**src/rtl/bus_arbiter_if.sv**
```systemverilog
// Two-master serial bus arbitration signals: requests/valid from the masters,
// grants and status from the arbiter.
interface bus_arbiter_if;
  logic mreq1;
  logic mreq2;
  logic mvalid;
  logic mgrant1;
  logic mgrant2;
  logic msel;
  logic bus_busy;
  logic timeout_err;

  modport master (
    output mreq1, mreq2, mvalid,
    input  mgrant1, mgrant2, msel, bus_busy, timeout_err
  );

  modport slave (
    input  mreq1, mreq2, mvalid,
    output mgrant1, mgrant2, msel, bus_busy, timeout_err
  );
endinterface

```
**src/rtl/bus_arbiter.sv**
```systemverilog
// Round-robin arbiter for two bus masters with a mandatory dead cycle between owners.
// Optional idle-bus grant revocation is enabled by defining ARB_TIMEOUT_EN.
module bus_arbiter #(
  parameter int unsigned TIMEOUT = 64
) (
  input  logic         clk,
  input  logic         rstn,
  bus_arbiter_if.slave bus
);

  typedef enum logic [1:0] {StIdle, StGnt1, StGnt2, StRel} state_e;

  state_e r_state;
  state_e w_state_d;
  logic   r_last;  // master served last: 0 = master 1, 1 = master 2
  logic   w_req1;
  logic   w_req2;
  logic   w_timeout;

`ifdef ARB_TIMEOUT_EN
  logic [7:0] r_idle_cnt;
  logic       r_mask1;
  logic       r_mask2;
  logic       w_cnt_hit;

  assign w_cnt_hit = (r_idle_cnt == 8'(TIMEOUT - 1)) && !bus.mvalid;
  // A master that has already released its request leaves normally, not by timeout.
  assign w_timeout = w_cnt_hit && ((r_state == StGnt1 && bus.mreq1) ||
                                   (r_state == StGnt2 && bus.mreq2));
  assign w_req1    = bus.mreq1 & ~r_mask1;
  assign w_req2    = bus.mreq2 & ~r_mask2;
`else
  logic [8:0] w_unused_cfg;

  assign w_unused_cfg = {8'(TIMEOUT), bus.mvalid};
  assign w_timeout    = 1'b0;
  assign w_req1       = bus.mreq1;
  assign w_req2       = bus.mreq2;
`endif

  always_comb begin
    w_state_d = r_state;
    unique case (r_state)
      StGnt1: if (!bus.mreq1 || w_timeout) w_state_d = StRel;
      StGnt2: if (!bus.mreq2 || w_timeout) w_state_d = StRel;
      default: begin
        // The REL cycle is the dead cycle itself, so it arbitrates like IDLE.
        if (w_req1 && w_req2) w_state_d = r_last ? StGnt1 : StGnt2;
        else if (w_req1)      w_state_d = StGnt1;
        else if (w_req2)      w_state_d = StGnt2;
        else                  w_state_d = StIdle;
      end
    endcase
  end

  always_ff @(posedge clk) begin
    if (!rstn) begin
      r_state         <= StIdle;
      r_last          <= 1'b0;
      bus.mgrant1     <= 1'b0;
      bus.mgrant2     <= 1'b0;
      bus.msel        <= 1'b0;
      bus.bus_busy    <= 1'b0;
      bus.timeout_err <= 1'b0;
`ifdef ARB_TIMEOUT_EN
      r_idle_cnt      <= 8'd0;
      r_mask1         <= 1'b0;
      r_mask2         <= 1'b0;
`endif
    end else begin
      r_state         <= w_state_d;
      bus.mgrant1     <= (w_state_d == StGnt1);
      bus.mgrant2     <= (w_state_d == StGnt2);
      bus.bus_busy    <= (w_state_d == StGnt1) || (w_state_d == StGnt2);
      bus.timeout_err <= w_timeout;
      if (w_state_d == StGnt1) bus.msel <= 1'b0;
      else if (w_state_d == StGnt2) bus.msel <= 1'b1;
      if (w_state_d == StGnt1 && r_state != StGnt1) r_last <= 1'b0;
      else if (w_state_d == StGnt2 && r_state != StGnt2) r_last <= 1'b1;
`ifdef ARB_TIMEOUT_EN
      if ((w_state_d == StGnt1 || w_state_d == StGnt2) && w_state_d == r_state && !bus.mvalid) begin
        r_idle_cnt <= r_idle_cnt + 8'd1;
      end else begin
        r_idle_cnt <= 8'd0;
      end
      // Mask holds until the timed-out master drops its request for a cycle.
      if (!bus.mreq1) r_mask1 <= 1'b0;
      else if (w_timeout && r_state == StGnt1) r_mask1 <= 1'b1;
      if (!bus.mreq2) r_mask2 <= 1'b0;
      else if (w_timeout && r_state == StGnt2) r_mask2 <= 1'b1;
`endif
    end
  end

endmodule

```
**src/flat_wrapper.sv**
```systemverilog
// flat-port wrapper written by rule: the top's interface ports become plain ports
module bus_arbiter_flat 
#(
  parameter int unsigned TIMEOUT = 64
)
  (clk, rstn, bus_mreq1, bus_mreq2, bus_mvalid, bus_mgrant1, bus_mgrant2, bus_msel, bus_bus_busy, bus_timeout_err);
  bus_arbiter_if bus_i ();
  input  logic clk;
  input  logic rstn;
  input wire logic [$bits(bus_i.mreq1)-1:0] bus_mreq1;
  input wire logic [$bits(bus_i.mreq2)-1:0] bus_mreq2;
  input wire logic [$bits(bus_i.mvalid)-1:0] bus_mvalid;
  output wire logic [$bits(bus_i.mgrant1)-1:0] bus_mgrant1;
  output wire logic [$bits(bus_i.mgrant2)-1:0] bus_mgrant2;
  output wire logic [$bits(bus_i.msel)-1:0] bus_msel;
  output wire logic [$bits(bus_i.bus_busy)-1:0] bus_bus_busy;
  output wire logic [$bits(bus_i.timeout_err)-1:0] bus_timeout_err;
  assign bus_i.mreq1 = bus_mreq1;
  assign bus_i.mreq2 = bus_mreq2;
  assign bus_i.mvalid = bus_mvalid;
  assign bus_mgrant1 = bus_i.mgrant1;
  assign bus_mgrant2 = bus_i.mgrant2;
  assign bus_msel = bus_i.msel;
  assign bus_bus_busy = bus_i.bus_busy;
  assign bus_timeout_err = bus_i.timeout_err;
  bus_arbiter #(.TIMEOUT(TIMEOUT)) u_core (.clk(clk), .rstn(rstn), .bus(bus_i));
endmodule
```
**config.mk**
```make
export PLATFORM = sky130hd
export DESIGN_NAME = bus_arbiter_flat
export DESIGN_NICKNAME = d
export VERILOG_FILES = /design/src/rtl/bus_arbiter_if.sv /design/src/rtl/bus_arbiter.sv /design/src/flat_wrapper.sv
export SDC_FILE = /design/constraint.sdc
export NUM_CORES = 1
export LEC_CHECK = 0
export ABC_AREA = 1
export BUFFER_PORTS_ARGS = -buffer_cell sky130_fd_sc_hd__buf_2
export CELL_PAD_IN_SITES_DETAIL_PLACEMENT = 0
export CELL_PAD_IN_SITES_GLOBAL_PLACEMENT = 1
export CORE_AREA = 2 2 39 41
export DETAILED_ROUTE_END_ITERATION = 6
export DIE_AREA = 0 0 41 43
export GPL_TIMING_DRIVEN = 0
export PLACE_DENSITY = 0.69
export SLEW_MARGIN = 20
export SYNTH_ARGS = -nofsm -noshare
export SYNTH_HDL_FRONTEND = slang
export SYNTH_SLANG_ARGS = --single-unit
```
**constraint.sdc**
```tcl
create_clock -name clk -period 2.4 [get_ports clk]
set_input_delay 0.24 -clock clk [delete_from_list [all_inputs] [get_ports clk]]
set_output_delay 0.24 -clock clk [all_outputs]
set_load 0.05 [all_outputs]
```
; Yosys cells after proc, flatten, opt, wreduce, memory -nomap -nowiden
; Cells that the tools add are included.
[word_totals]
register_bits = 7
in_bits = 5
out_inout_bits = 5
word_cells = 26
[op_classes]
n_eq_ne = 6
mux = 7
bitwise = 1
reduce_logical = 6
[ops]
columns = op, count
row1 = 2-bit 2-to-1 mux, 6
row2 = "2-bit by 1-bit == test with 1-bit output, second input constant", 2
row3 = "2-bit == test, second input constant", 2
row4 = 2-bit one-hot mux with 2 select lines, 1
row5 = 2-bit OR reduction, 2
row6 = 1-bit logical AND, 3
row7 = "2-bit by 1-bit != test with 1-bit output, second input constant", 1
row8 = "2-bit != test, second input constant", 1
row9 = 1-bit logical OR, 1
row10 = 1-bit NOT, 1

; Longest topological paths before layout
[depth]
word_depth = 7
mapped_depth = 10
mapped_depth_nobuf = 10

; Least setup slack after synthesis
; OpenSTA, ideal clock, no wires.
[synth_timing]
kind = flip-flop to flip-flop
from = reg u_core.r_state[0]
to = reg u_core.r_last
setup_time_ns = 0.121
t_arrival_ns = 1.390
required_time_ns = 2.279
path_slack_ns = 0.889
path_stages_with_launch = 10
n_path_buf = 0
period_less_slack_ns = 1.511
cell_sequence = dfxtp_1 > inv_1 > ha_1 > nand2_1 > o21a_1 > nand2_1 > inv_1 > ha_1 > a21oi_1 > a211oi_1
[synth_between]
elab_chain_cells = 5
word_cells_on_any_way = 12
classes_between = 6 x eq/ne / 3 x mux / 3 x reduce/logical
[synth_lines]
columns = item, line
row1 = from (decl), bus_arbiter.sv:13  ; state_e r_state;
row2 = from (signal assigned), bus_arbiter.sv:58  ; r_state <= StIdle;
row3 = from (signal assigned), bus_arbiter.sv:71  ; r_state <= w_state_d;
row4 = "2-bit == test, or another cell as far along", bus_arbiter.sv:43  ; unique case (r_state)
row5 = 2-bit one-hot mux with 2 select lines (*), bus_arbiter.sv:43
row6 = via u_core.w_state_d[0], bus_arbiter.sv:14  ; state_e w_state_d;
row7 = 2-bit by 1-bit == test with 1-bit output, bus_arbiter.sv:78  ; if (w_state_d == StGnt1 && r_state != StGnt1) r_last <= 1'b0;
row8 = 1-bit logical AND, bus_arbiter.sv:78
row9 = 2-bit OR reduction (no source line), n/a
row10 = to (signal assigned), bus_arbiter.sv:59  ; r_last <= 1'b0;
row11 = to (signal assigned), bus_arbiter.sv:78
row12 = to (signal assigned), bus_arbiter.sv:79  ; else if (w_state_d == StGnt2 && r_state != StGnt2) r_last <= 1'b1;
row13 = to (decl), bus_arbiter.sv:15  ; logic r_last;
; Mark *: on every way through the listed nets, which the timed path passes. The rest lies on a longest branch.
; A chain may end at the register's enable or synchronous reset.

; Worst setup path in the final report
; Same ends and word-level chain as after synthesis.

==> metrics.md <==
| Metric | Value |
|---|---|
| Synth Cell Area | 344.1 µm² |
| Clock Tree Buf Depth | 2 |
| Clock transition at path regs | 0.05 ns |
| CTS Hold Bufs | 0 |
| Tot Pwr | 0.6229 mW |
| Post-CTS sizing | 0 |
| Stages on worst setup path | 9 |
| Port bufs | 7 |
| Post-placement cell area | 399.1 µm² |
| Sequential-to-total area share from yosys stat | 40.73% |
| First-pass GRT wire length | 1048 µm |
| Worst Hold Depth | 3 |
| Worst path top cell family by delay | adder cells |
| Unrepaired setup endpoints after global routing | no |
| Setup ws final | 0.7833 ns |
| Fin. max-slew vios | 0 |
| Final Core Density | 30.74% |
| Detail-routed via count per cell | 3.904 |
| DRT iter0 DRCs | 3 |
| Avg WL per Cell | 7.712 µm |
| CP Cell Sequence | inv_1 -> ha_1 -> nand2_1 -> o21a_1 -> nand2_1 -> inv_1 -> ha_1 -> a21oi_1 -> a211oi_1 |
| Setup Buffers After CTS | 0 |
| Antenna cells | 0 |
| Setup CP Type | reg2reg |
| Syn Nets | 55 |
| Synth area leader | dfxtp_1 |
| Worst setup SP type | flip-flop |
| Pleak | 0.2425 nW |
| Hold WS | 0.2005 ns |
| Finished layout cell area | 425.4 µm² |
| Final Hold Violating Endpoints | 0 |
| Status | completed |
| Synthesized instance count | 46 |
| Mapped Avg Cell Area | 7.480 µm² |
| Top cells by area, synth | dfxtp_1 41%, ha_1 15%, inv_1 12%, nand2_1 12%, nor2_1 3.3% |
| Clk sinks | 7 |
| Max-Cap Viols | 0 |
| Fill cell count | 159 |
| Largest net degree at the start of global routing | 6 |
| Hpwl dp | 473.4 µm |
| Period utilisation layout | 67.36% |
| Crit-path max FO | 3 |
| Largest stage delay, worst path | 0.33 ns |
| Clk root buf | clkbuf_4 |
| Hold WC Path Type | in2reg |
| Gpl congestion | 0.6842 |
| Drt drc | 0 |
| Row cnt | 14 |
| Synth cell types | 14 |
| Initial Utilization | 24.86% |
| Async SR Flop Fraction | 0% |
| CP required | 2.53 ns |
| Vias in the first global route | 278 |
| Detailed Routing Iterations Pass 1 | 2 |
| Total negative slack | 0 ns |
| Core area | 1384 µm² |
| Crit. End Element | flip-flop |
| Finish-stage setup viols | 0 |
| Clk_skew | 0.002153 ns |
| Share of post-route cells with drive strength above 1 | 21.05% |
| Dominant synthesized flop cell | dfxtp_1 |
| Via Count | 285 |
| CP arrival | 1.75 ns |
| Cell Count, Final, Fillers Out | 73 |
| Slowest CP cell | dfxtp_1 |
| R2r setup slk | 0.78 ns |
| Initial antenna violation count | 0 |
| I/O pin count | 10 |
| Cts bufs inserted | 3 |
| Post-Place Setup Slack | 0.7657 ns |
| Clk Latency, worst-skew pair | 0.25 ns |
| Reg2reg path depth | 9 |
| Total wire length | 563 µm |
| Synth top cells by count | 11 x inv_1, 11 x nand2_1, 7 x dfxtp_1 |
| Post-DRT Antenna Nets | 0 |
| Final-stage net count | 67 |
| Fin crit period | 1.617 ns |
| EDFF count, synth | 0 |
| Bufs and invs on worst path | 2 |
| Synth top area share | 40.73% |
| CTS H-tree depth | 1 |
| Gr ovfl total | 0 |
| Register bit total from synthesis | 7 |
| Tot GR Track Use | 9.466% |
| Yosys warns | 0 |
| P&R area growth vs syn | 23.64% |
| Die X | 41 µm |
| Pwr Density | 1464 nW/µm² |
| CTS tree | built |
| Fmax | 618.6 MHz |
| Placed cells | 69 |
| DIE AREA | 1763 µm² |
| Worst VDD drop | 0.3321 mV |
| Die Ht | 43 µm |
-- sequential cells by signal, indices dropped and copies added (netlist names) --
signal               cells
u_core.bus.bus_busy      1
u_core.bus.mgrant1       1
u_core.r_last            1
u_core.bus.msel          1
u_core.r_state           2
u_core.bus.mgrant2       1
-- report_power, final --
part | switching [mW] | total (mW) | internal [mW]
Sequential | 0.0178 | 0.180 | 0.162
Combinational | 0.230 | 0.337 | 0.107
Clock | 0.0425 | 0.106 | 0.0634
Total | 0.290 | 0.623 | 0.332
-- final timing paths --
check | start | endpoint
worst max-delay path | u_core.r_state[0] | u_core.r_last
worst min-delay path | rstn | u_core.bus.mgrant2
worst max register to register | u_core.r_state[0] | u_core.r_last
worst min register to register | u_core.bus.msel | u_core.bus.msel
-- final cells by class --
type / count / area, µm² / share of cell area (%)
repair buffers: 7 / 35.03 / 8.235
multi-input cells: 27 / 155.1 / 36.47
plain buffers: 1 / 7.507 / 1.765
well taps: 16 / 20.02 / 4.706
flip-flops and latches: 7 / 140.1 / 32.94
inverters: 11 / 41.29 / 9.706
clock buffers: 4 / 26.28 / 6.176
-- cell families (layout without fill, tap and decap cells) --
| logic type | after synthesis | count (layout) | share of synthesized area, % |
|---|---|---|---|
| adders and majority gates | 4 | 4 | 14.55 |
| and+or+nand+nor | 17 | 17 | 19.63 |
| DFF | 7 | 7 | 40.73 |
| AOI/OAI and AO/OA | 5 | 5 | 9.817 |
| buffers and inverters | 12 | 23 | 14.18 |
| other | 1 | 1 | 1.090 |
-- worst min-delay path, cell delays in order --
cell     delay (ns)
buf_2          0.10
nand2_1        0.05
inv_1          0.04
-- cells in the final DEF, fill, tap and decap left out --
cell type,instances
clkbuf_1,1
nand2_1,11
o21a_1,1
buf_2,7
nand3_1,2
a211oi_1,1
buf_4,1
inv_1,11
a21oi_1,1
dfxtp_1,7
o21ai_1,1
a21oi_2,1
clkbuf_4,3
conb_1,1
nor3_1,1
ha_1,4
nor2_1,3
-- layer usage --
metal  vias up  GRT usage, %  share of wire, %
met5         -             0                 0
met4         0         6.000                 0
met2         5         12.81                56
li1        158             -                 -
met1       122         9.416                40
met3         0         7.853               3.9
(Power assumes the default switching activity.)
